## config.mk

```make
export PLATFORM = sky130hd
export DESIGN_NAME = sd1001_stream_ctrl
export DESIGN_NICKNAME = d
export VERILOG_FILES = /design/src/rtl/sd1001_stream_ctrl.sv
export SDC_FILE = /design/constraint.sdc
export NUM_CORES = 1
export LEC_CHECK = 0
export BUFFER_PORTS_ARGS = -buffer_cell sky130_fd_sc_hd__buf_4
export CORE_MARGIN = 5
export CORE_UTILIZATION = 47
export CTS_CLUSTER_DIAMETER = 30
export DETAILED_ROUTE_END_ITERATION = 12
export MAX_ROUTING_LAYER = met4
export PLACE_DENSITY_LB_ADDON = 0.3
export SYNTH_ARGS = -nofsm -noshare
export SYNTH_HDL_FRONTEND = slang
export SYNTH_SLANG_ARGS = --single-unit
```

## constraint.sdc

```tcl
create_clock -name clk -period 1.7 [get_ports clk]
set_input_delay 0.34 -clock clk [delete_from_list [all_inputs] [get_ports clk]]
set_output_delay 0.34 -clock clk [all_outputs]
set_load 0.1 [all_outputs]
```

## src/rtl/sd1001_stream_ctrl.sv

```systemverilog
// Word-to-serial sequencer for an external "1001" Moore detector.
// Shifts an accepted word MSB-first into the detector, samples the detector's
// output one cycle behind each bit, and returns match count and first-match index.
module sd1001_stream_ctrl #(
   parameter int unsigned W  = 8,
   parameter int unsigned CW = 4,
   parameter int unsigned IW = 3
) (
   input  logic          clk,
   input  logic          reset,
   input  logic          in_valid,
   output logic          in_ready,
   input  logic [W-1:0]  in_data,
   output logic          det_in,
   input  logic          det_out,
   output logic          res_valid,
   input  logic          res_ready,
   output logic [CW-1:0] res_count,
   output logic [IW-1:0] res_first,
   output logic          busy
);

   localparam logic [IW-1:0] LAST_IDX = IW'(W - 1);
   localparam logic [CW-1:0] CNT_MAX  = {CW{1'b1}};

   typedef enum logic [1:0] {
      S_IDLE  = 2'd0,
      S_SHIFT = 2'd1,
      S_DRAIN = 2'd2,
      S_DONE  = 2'd3
   } state_e;

   state_e        state_q, state_d;

   // Remaining bits still to be shifted; the MSB goes out at the accept edge.
   logic [W-2:0]  sr_q, sr_d;
   logic [IW-1:0] idx_q, idx_d;
   logic [CW-1:0] cnt_q, cnt_d;
   logic [IW-1:0] first_q, first_d;
   logic          found_q, found_d;

   logic          in_ready_q, in_ready_d;
   logic          busy_q, busy_d;
   logic          res_valid_q, res_valid_d;
   logic          det_in_q, det_in_d;

   logic          accept_c;
   logic          sample_c;
   logic [IW-1:0] sample_idx_c;

   assign accept_c = (state_q == S_IDLE) && in_valid;

   // State register.
   always_ff @(posedge clk or negedge reset) begin
      if (!reset) begin
         state_q <= S_IDLE;
      end else begin
         state_q <= state_d;
      end
   end

   // Next-state logic.
   always_comb begin
      state_d = state_q;
      unique case (state_q)
         S_IDLE:  if (in_valid)             state_d = S_SHIFT;
         S_SHIFT: if (idx_q == LAST_IDX)    state_d = S_DRAIN;
         S_DRAIN:                           state_d = S_DONE;
         S_DONE:  if (res_ready)            state_d = S_IDLE;
         default:                           state_d = S_IDLE;
      endcase
   end

   // Output next values, registered so every port is driven from a flop.
   always_comb begin
      in_ready_d  = (state_d == S_IDLE);
      busy_d      = (state_d == S_SHIFT) || (state_d == S_DRAIN);
      res_valid_d = (state_d == S_DONE);
      det_in_d    = 1'b0;
      if (accept_c) begin
         det_in_d = in_data[W-1];
      end else if ((state_q == S_SHIFT) && (idx_q != LAST_IDX)) begin
         det_in_d = sr_q[W-2];
      end
   end

   // Datapath: shift register, bit index and match bookkeeping.
   always_comb begin
      sr_d         = sr_q;
      idx_d        = idx_q;
      cnt_d        = cnt_q;
      first_d      = first_q;
      found_d      = found_q;
      // det_out lags det_in by one cycle, so it reports the previous bit.
      sample_c     = ((state_q == S_SHIFT) && (idx_q != '0)) || (state_q == S_DRAIN);
      sample_idx_c = (state_q == S_DRAIN) ? LAST_IDX : IW'(idx_q - IW'(1));
      if (accept_c) begin
         sr_d    = in_data[W-2:0];
         idx_d   = '0;
         cnt_d   = '0;
         first_d = '0;
         found_d = 1'b0;
      end else begin
         if (state_q == S_SHIFT) begin
            sr_d  = {sr_q[W-3:0], 1'b0};
            idx_d = IW'(idx_q + IW'(1));
         end
         if (sample_c && det_out) begin
            if (cnt_q != CNT_MAX) begin
               cnt_d = CW'(cnt_q + CW'(1));
            end
            if (!found_q) begin
               found_d = 1'b1;
               first_d = sample_idx_c;
            end
         end
      end
   end

   // Datapath and output registers.
   always_ff @(posedge clk or negedge reset) begin
      if (!reset) begin
         sr_q        <= '0;
         idx_q       <= '0;
         cnt_q       <= '0;
         first_q     <= '0;
         found_q     <= 1'b0;
         in_ready_q  <= 1'b1;
         busy_q      <= 1'b0;
         res_valid_q <= 1'b0;
         det_in_q    <= 1'b0;
      end else begin
         sr_q        <= sr_d;
         idx_q       <= idx_d;
         cnt_q       <= cnt_d;
         first_q     <= first_d;
         found_q     <= found_d;
         in_ready_q  <= in_ready_d;
         busy_q      <= busy_d;
         res_valid_q <= res_valid_d;
         det_in_q    <= det_in_d;
      end
   end

   assign in_ready  = in_ready_q;
   assign busy      = busy_q;
   assign res_valid = res_valid_q;
   assign det_in    = det_in_q;
   assign res_count = cnt_q;
   assign res_first = first_q;

endmodule

```

==> results.yml, run 1 <==
outcome:
  outcome: "completed"
hold_path:
  worstHoldPathCells: 2
  hold_end: "sr_q[0]"
  hold_path_startpoint: "in_data[0]"
  hp-class: "primary input to flop"
detailed_routing:
  first_iter_violations: 29
  met3_length_um: 90
  vias: 956
  route.detailed.wl_per_inst_um: 14.3
  dr.pass1.iters: 2
  met2_length_mm: 1.24
  drc: 0
  vias_per_cell: 5.53
  m1WireLength_mm: 1.10
  ant_nets: 0
  drt_wl_total_mm: 2.48
  routed.top_layer: "met4"
critical_path:
  r2r_setup_slack_ps: 70
  r2r_cells: 7
  critPathRequiredTime_ps: 1890
  cp-end-kind: "flop"
  r2r_end: "res_count[2]"
  worstSetupStartpointType: "flop"
  path_max_fanout: 6
  crit_type: "flop to flop"
  reg2reg_from: "idx_q[0]"
  worstPathArrival_ps: 1820
sta:
  slew_violations: 0
  final.setup.tns_ps: 0
  finalCritPeriodShare: 0.956
  hold_viol_final: 0
  clock_skew_ps: 3.08
  fmaxAchievable_ghz: 0.615
  fin_crit_ps: 1630
  relSlewSlack: 0.688
  setup_viol: 0
  fin_ws_ps: 74.5
  worst_slew_pin_slew_ps: 467
logic_synthesis:
  postSynthCellCount: 111
  syn_nets: 129
  async_reset_ff_frac: 1.00
  synth_cell_types: 38
  postSynthAreaPerCell_um2: 10.8
  synth_top_flop_cell: "dfrtp_1"
  synth_area_um2: 1190
  synth-edff-count: 0
  ys_ff_latch: 24
  yosysWarnings: 0
  seq_area_frac_synth: 0.504
clocking:
  path_clk_slew_ps: 120
  htree_levels: 1
  cts_tree: "done"
  clockRootBuffer: "clkbuf_4"
  insertion_delay_ps: 320
  cts_sinks: 24
  ctsLongestPathBuffers: 2
  numCtsBuffers: 3
floorplanning:
  initial_utilization: 0.486
  boundaryPins: 24
  coreArea_um2: 2450
  fp.dieH_um: 60.4
  rows: 18
  die_area_um2: 3650
  die_w_um: 60.4
placement:
  placed_area_um2: 1420
  place_congestion: 0.841
  dp_hpwl_mm: 1.77
  dp_cells: 163
  io_buffers: 23
  place_ws_ps: 70.6
cells_and_area:
  fillers: 214
  multi_input_area_um2: 582
  drive_above_1_share: 0.378
  mostFrequentLayoutCell: "buf_4"
  num_antenna_cells: 0
  fin_area_um2: 1530
  nets: 162
  final_cell_mix: "buf_4 (32), dfrtp_1 (19), nor2b_1 (10)"
  area.growth.synth_to_final_pct: 28.1
  finalNonFillerCells: 173
  regArea_um2: 607
global_routing:
  grt_use_total: 0.155
  grt_max_degree: 25
  antenna_found_initial: 0
  grt_pass1_vias: 951
  grt_pass1_wl_mm: 4.06
  grt_overflow: 0
job:
  maxCapViolations: 0
synth_stat cells (all sizes together), types with 2 or more instances:
library cell	number	area, µm²
a22o	2	17.5
o21ai	10	61.3
a22oi	6	45.0
nand3b	3	26.3
nand2	2	7.51
ha	5	62.6
mux2	2	22.5
nand2b	2	20.0
nor3b	2	20.0
buf	3	15.0
inv	7	26.3
nand3	2	10.0
clkbuf	2	8.75
a221oi	3	26.3
a31oi	2	12.5
a21oi	9	45.0
dfrtp	23	576
nor2b	10	62.6
nor2	3	11.3
cells by family (layout without fill, tap and decap cells):
kind of cell	after synthesis	in the layout	synth area share
buffers and inverters	12	44	0.0419
AOI/OAI and AO/OA	36	36	0.201
DFF	24	24	0.504
xor gates and xnor gates	1	1	0.00734
adders and majority gates	5	5	0.0524
and+or+nand+nor	31	31	0.174
muxes	2	2	0.0189
layer usage:
layer,GRT usage,vias to the layer above
met5,-,-
met4,0.0696,0
met3,0.0191,5
met2,0.253,17
met1,0.193,464
li1,-,470
final cells by class:
| class | instances | share of cell area |
|---|---|---|
| tap | 30 | 0.0245 |
| inverter | 7 | 0.0172 |
| sequential | 24 | 0.397 |
| timing repair buffer | 33 | 0.164 |
| multi-input combinational | 75 | 0.381 |
| clock buffer | 4 | 0.0172 |
worst max path at each step:
stage                             from  slack (ps)           end  cells past startpoint
after detailed placement      idx_q[0]          70  res_count[1]                      6
after CTS                     idx_q[0]          60  res_count[1]                      6
final                         idx_q[0]          70  res_count[2]                      7
after global routing          idx_q[0]         -30  res_first[1]                      6
after global placement        idx_q[0]         120  res_count[1]                      6
after floorplan           res_count[0]          70  res_count[1]                      4
critical path, stage by stage, from the launching register on:
cell	delay (ps)
dfrtp_1	420
inv_2	50
ha_2	160
and2b_2	220
o21ai_4	250
buf_4	160
and4b_1	170
a211oi_1	60
flip-flops by register name, summed over array words and instances (netlist names):
signal and cells:
busy 1, state_q 2, sr_q 7, in_ready 1
det_in 1, res_first 3, res_count 4, idx_q 3
res_valid 1, found_q 1
metrics by stage:
step,utilization,hold slack (ps)
floorplan,-,44.4
global placement,0.576,251
detailed placement,0.576,258
CTS,0.591,221
global route,0.623,223
finish,0.623,238
timing repair:
action	CTS	global route
endpoints found under the hold margin	23	0
hold buffers	1	0
endpoints found under the setup margin	0	4
setup buffers	0	5
resized for setup	0	9
Power of run 1 is not shown: default switching activity piles up to over one toggle a cycle in this logic, so the estimate is an artifact.
==> run 2: changes to the inputs <==
Settings changed: CELL_PAD_IN_SITES_DETAIL_PLACEMENT from default to 0, CELL_PAD_IN_SITES_GLOBAL_PLACEMENT from default to 2, CORE_UTILIZATION 47 to 34.
==> run 2 against run 1 <==
Compared with the run above:
- die area rose by 31%
- via count up 0.31%
- fmax shrank 3.4%
- design area increased by 2.8%
- non-clock buffer count up 2
- cell count increased by 10%
- critical path type unchanged
==> results.yml, run 2 (synthesis results as in run 1) <==
clocking:
  numCtsBuffers: 3
  clockRootBuffer: "clkbuf_4"
  htree_levels: 1
  cts_sinks: 24
  path_clk_slew_ps: 130
  ctsLongestPathBuffers: 2
  insertion_delay_ps: 310
  cts_tree: "done"
placement:
  placed_area_um2: 1450
  io_buffers: 23
  dp_hpwl_mm: 1.83
  dp_cells: 181
  place_congestion: 0.713
detailed_routing:
  vias_per_cell: 5.02
  dr.pass1.iters: 4
  first_iter_violations: 44
  route.detailed.wl_per_inst_um: 13.6
  vias: 959
  drc: 0
  drt_wl_total_mm: 2.61
  ant_nets: 0
cells_and_area:
  finalNonFillerCells: 191
  area.growth.synth_to_final_pct: 31.7
  final_core_util: 0.467
  drive_above_1_share: 0.386
  regMostFlops: "sr_q"
  nets: 164
  largest_reg_flops: 7
  fillers: 361
  final_cell_mix: "buf_4 (33), dfrtp_1 (19), nor2b_1 (10)"
  regArea_um2: 607
  num_antenna_cells: 0
  mostFrequentLayoutCell: "buf_4"
  multi_input_area_um2: 576
  fin_area_um2: 1570
critical_path:
  critical-path-max-stage-delay_ps: 420
  path_max_fanout: 7
  cp-end-kind: "flop"
  worst-path-buf-inv: 1
  critPathRequiredTime_ps: 1910
  crit_chain: "inv_2 > ha_2 > and2b_2 > o21ai_4 > nand3_2 > mux2_4"
  worstPathArrival_ps: 1890
  critPathSlowestCell: "dfrtp_1"
  crit_type: "flop to flop"
  worstSetupStartpointType: "flop"
  path_delay_family: "flip-flops"
floorplanning:
  rows: 21
  coreArea_um2: 3360
  die_area_um2: 4800
  fp.dieH_um: 69.3
  boundaryPins: 24
  die_w_um: 69.3
  initial_utilization: 0.355
sta:
  fmaxAchievable_ghz: 0.594
  rsz0062_at_grt: "true"
  finalCritPeriodShare: 0.990
  slew_violations: 0
  relSlewSlack: 0.688
  fin_crit_ps: 1680
  hold_viol_final: 0
  setup_viol: 0
  clock_skew_ps: 7.32
  hold_ws_ps: 236
  worst_slew_pin_slew_ps: 468
global_routing:
  grt_use_total: 0.109
  grt_max_degree: 25
  grt_overflow: 0
  grt_pass1_wl_mm: 4.16
  antenna_found_initial: 0
  grt_pass1_vias: 918
hold_path:
  hp-class: "primary input to flop"
outcome:
  outcome: "completed"
job:
  maxCapViolations: 0
## run 2: cell types whose count changed in the layout (fill, tap and decap cells not counted)
cell,change
buf_6,+1
nor4b_1,+1
nor4b_2,-1
buf_4,+1
clkbuf_8,+1
clkbuf_1,-1
## run 2: per-stage QoR
stage / worst slack [ps] / setup TNS [ps]
2_1_floorplan: 71.1 / 0
3_3_place_gp: 95.9 / 0
3_5_place_dp: 65.1 / 0
4_1_cts: 43.8 / 0
5_1_grt: -38.4 / -109
6_report: 16.9 / 0
## run 2: layer usage
| metal | wire, µm | share of wire | global-route usage | up-vias |
|---|---|---|---|---|
| li1 | - | - | - | 468 |
| met1 | 1150 | 0.44 | 0.135 | 467 |
| met2 | 1320 | 0.51 | 0.173 | 22 |
| met3 | 115 | 0.044 | 0.0275 | 2 |
| met4 | 20 | 0.0077 | 0.0390 | 0 |
| met5 | 0 | 0 | - | - |
## run 2: area by class of cell
cell class                      count  share of cell area
Clock buffer                        4              0.0231
Timing Repair Buffer               35               0.171
Multi-Input combinational cell     75               0.366
Inverter                            7              0.0167
Tap cell                           46              0.0366
Sequential cell                    24               0.386
## run 2: worst reg2reg max path, cell delays in order, from the launching register on
cell and delay [ps]:
dfrtp_1 420, inv_2 50, ha_2 160, and2b_2 210
o21ai_4 280, nand3_2 140, mux2_4 320
## run 2: repair_timing
item                                    in CTS  in global routing
hold buffers                                 1                  0
resized for setup                            0                  9
hold endpoints to repair                    23                  0
setup buffers                                0                  5
endpoints found under the setup margin       0                  4
## run 2: final timing paths
check                                  start           end  slack, ps  cells after the start
worst max-delay path                idx_q[0]  res_count[1]         20                      6
max in group asynchronous              reset      in_ready        980                      2
worst max register to register      idx_q[0]  res_count[1]         20                      6
worst min-delay path              in_data[0]       sr_q[0]        240                      2
min in group asynchronous              reset  res_first[0]        440                      2
worst min register to register  res_count[2]  res_count[2]        520                      1
Power of run 2 is left out for the same reason.
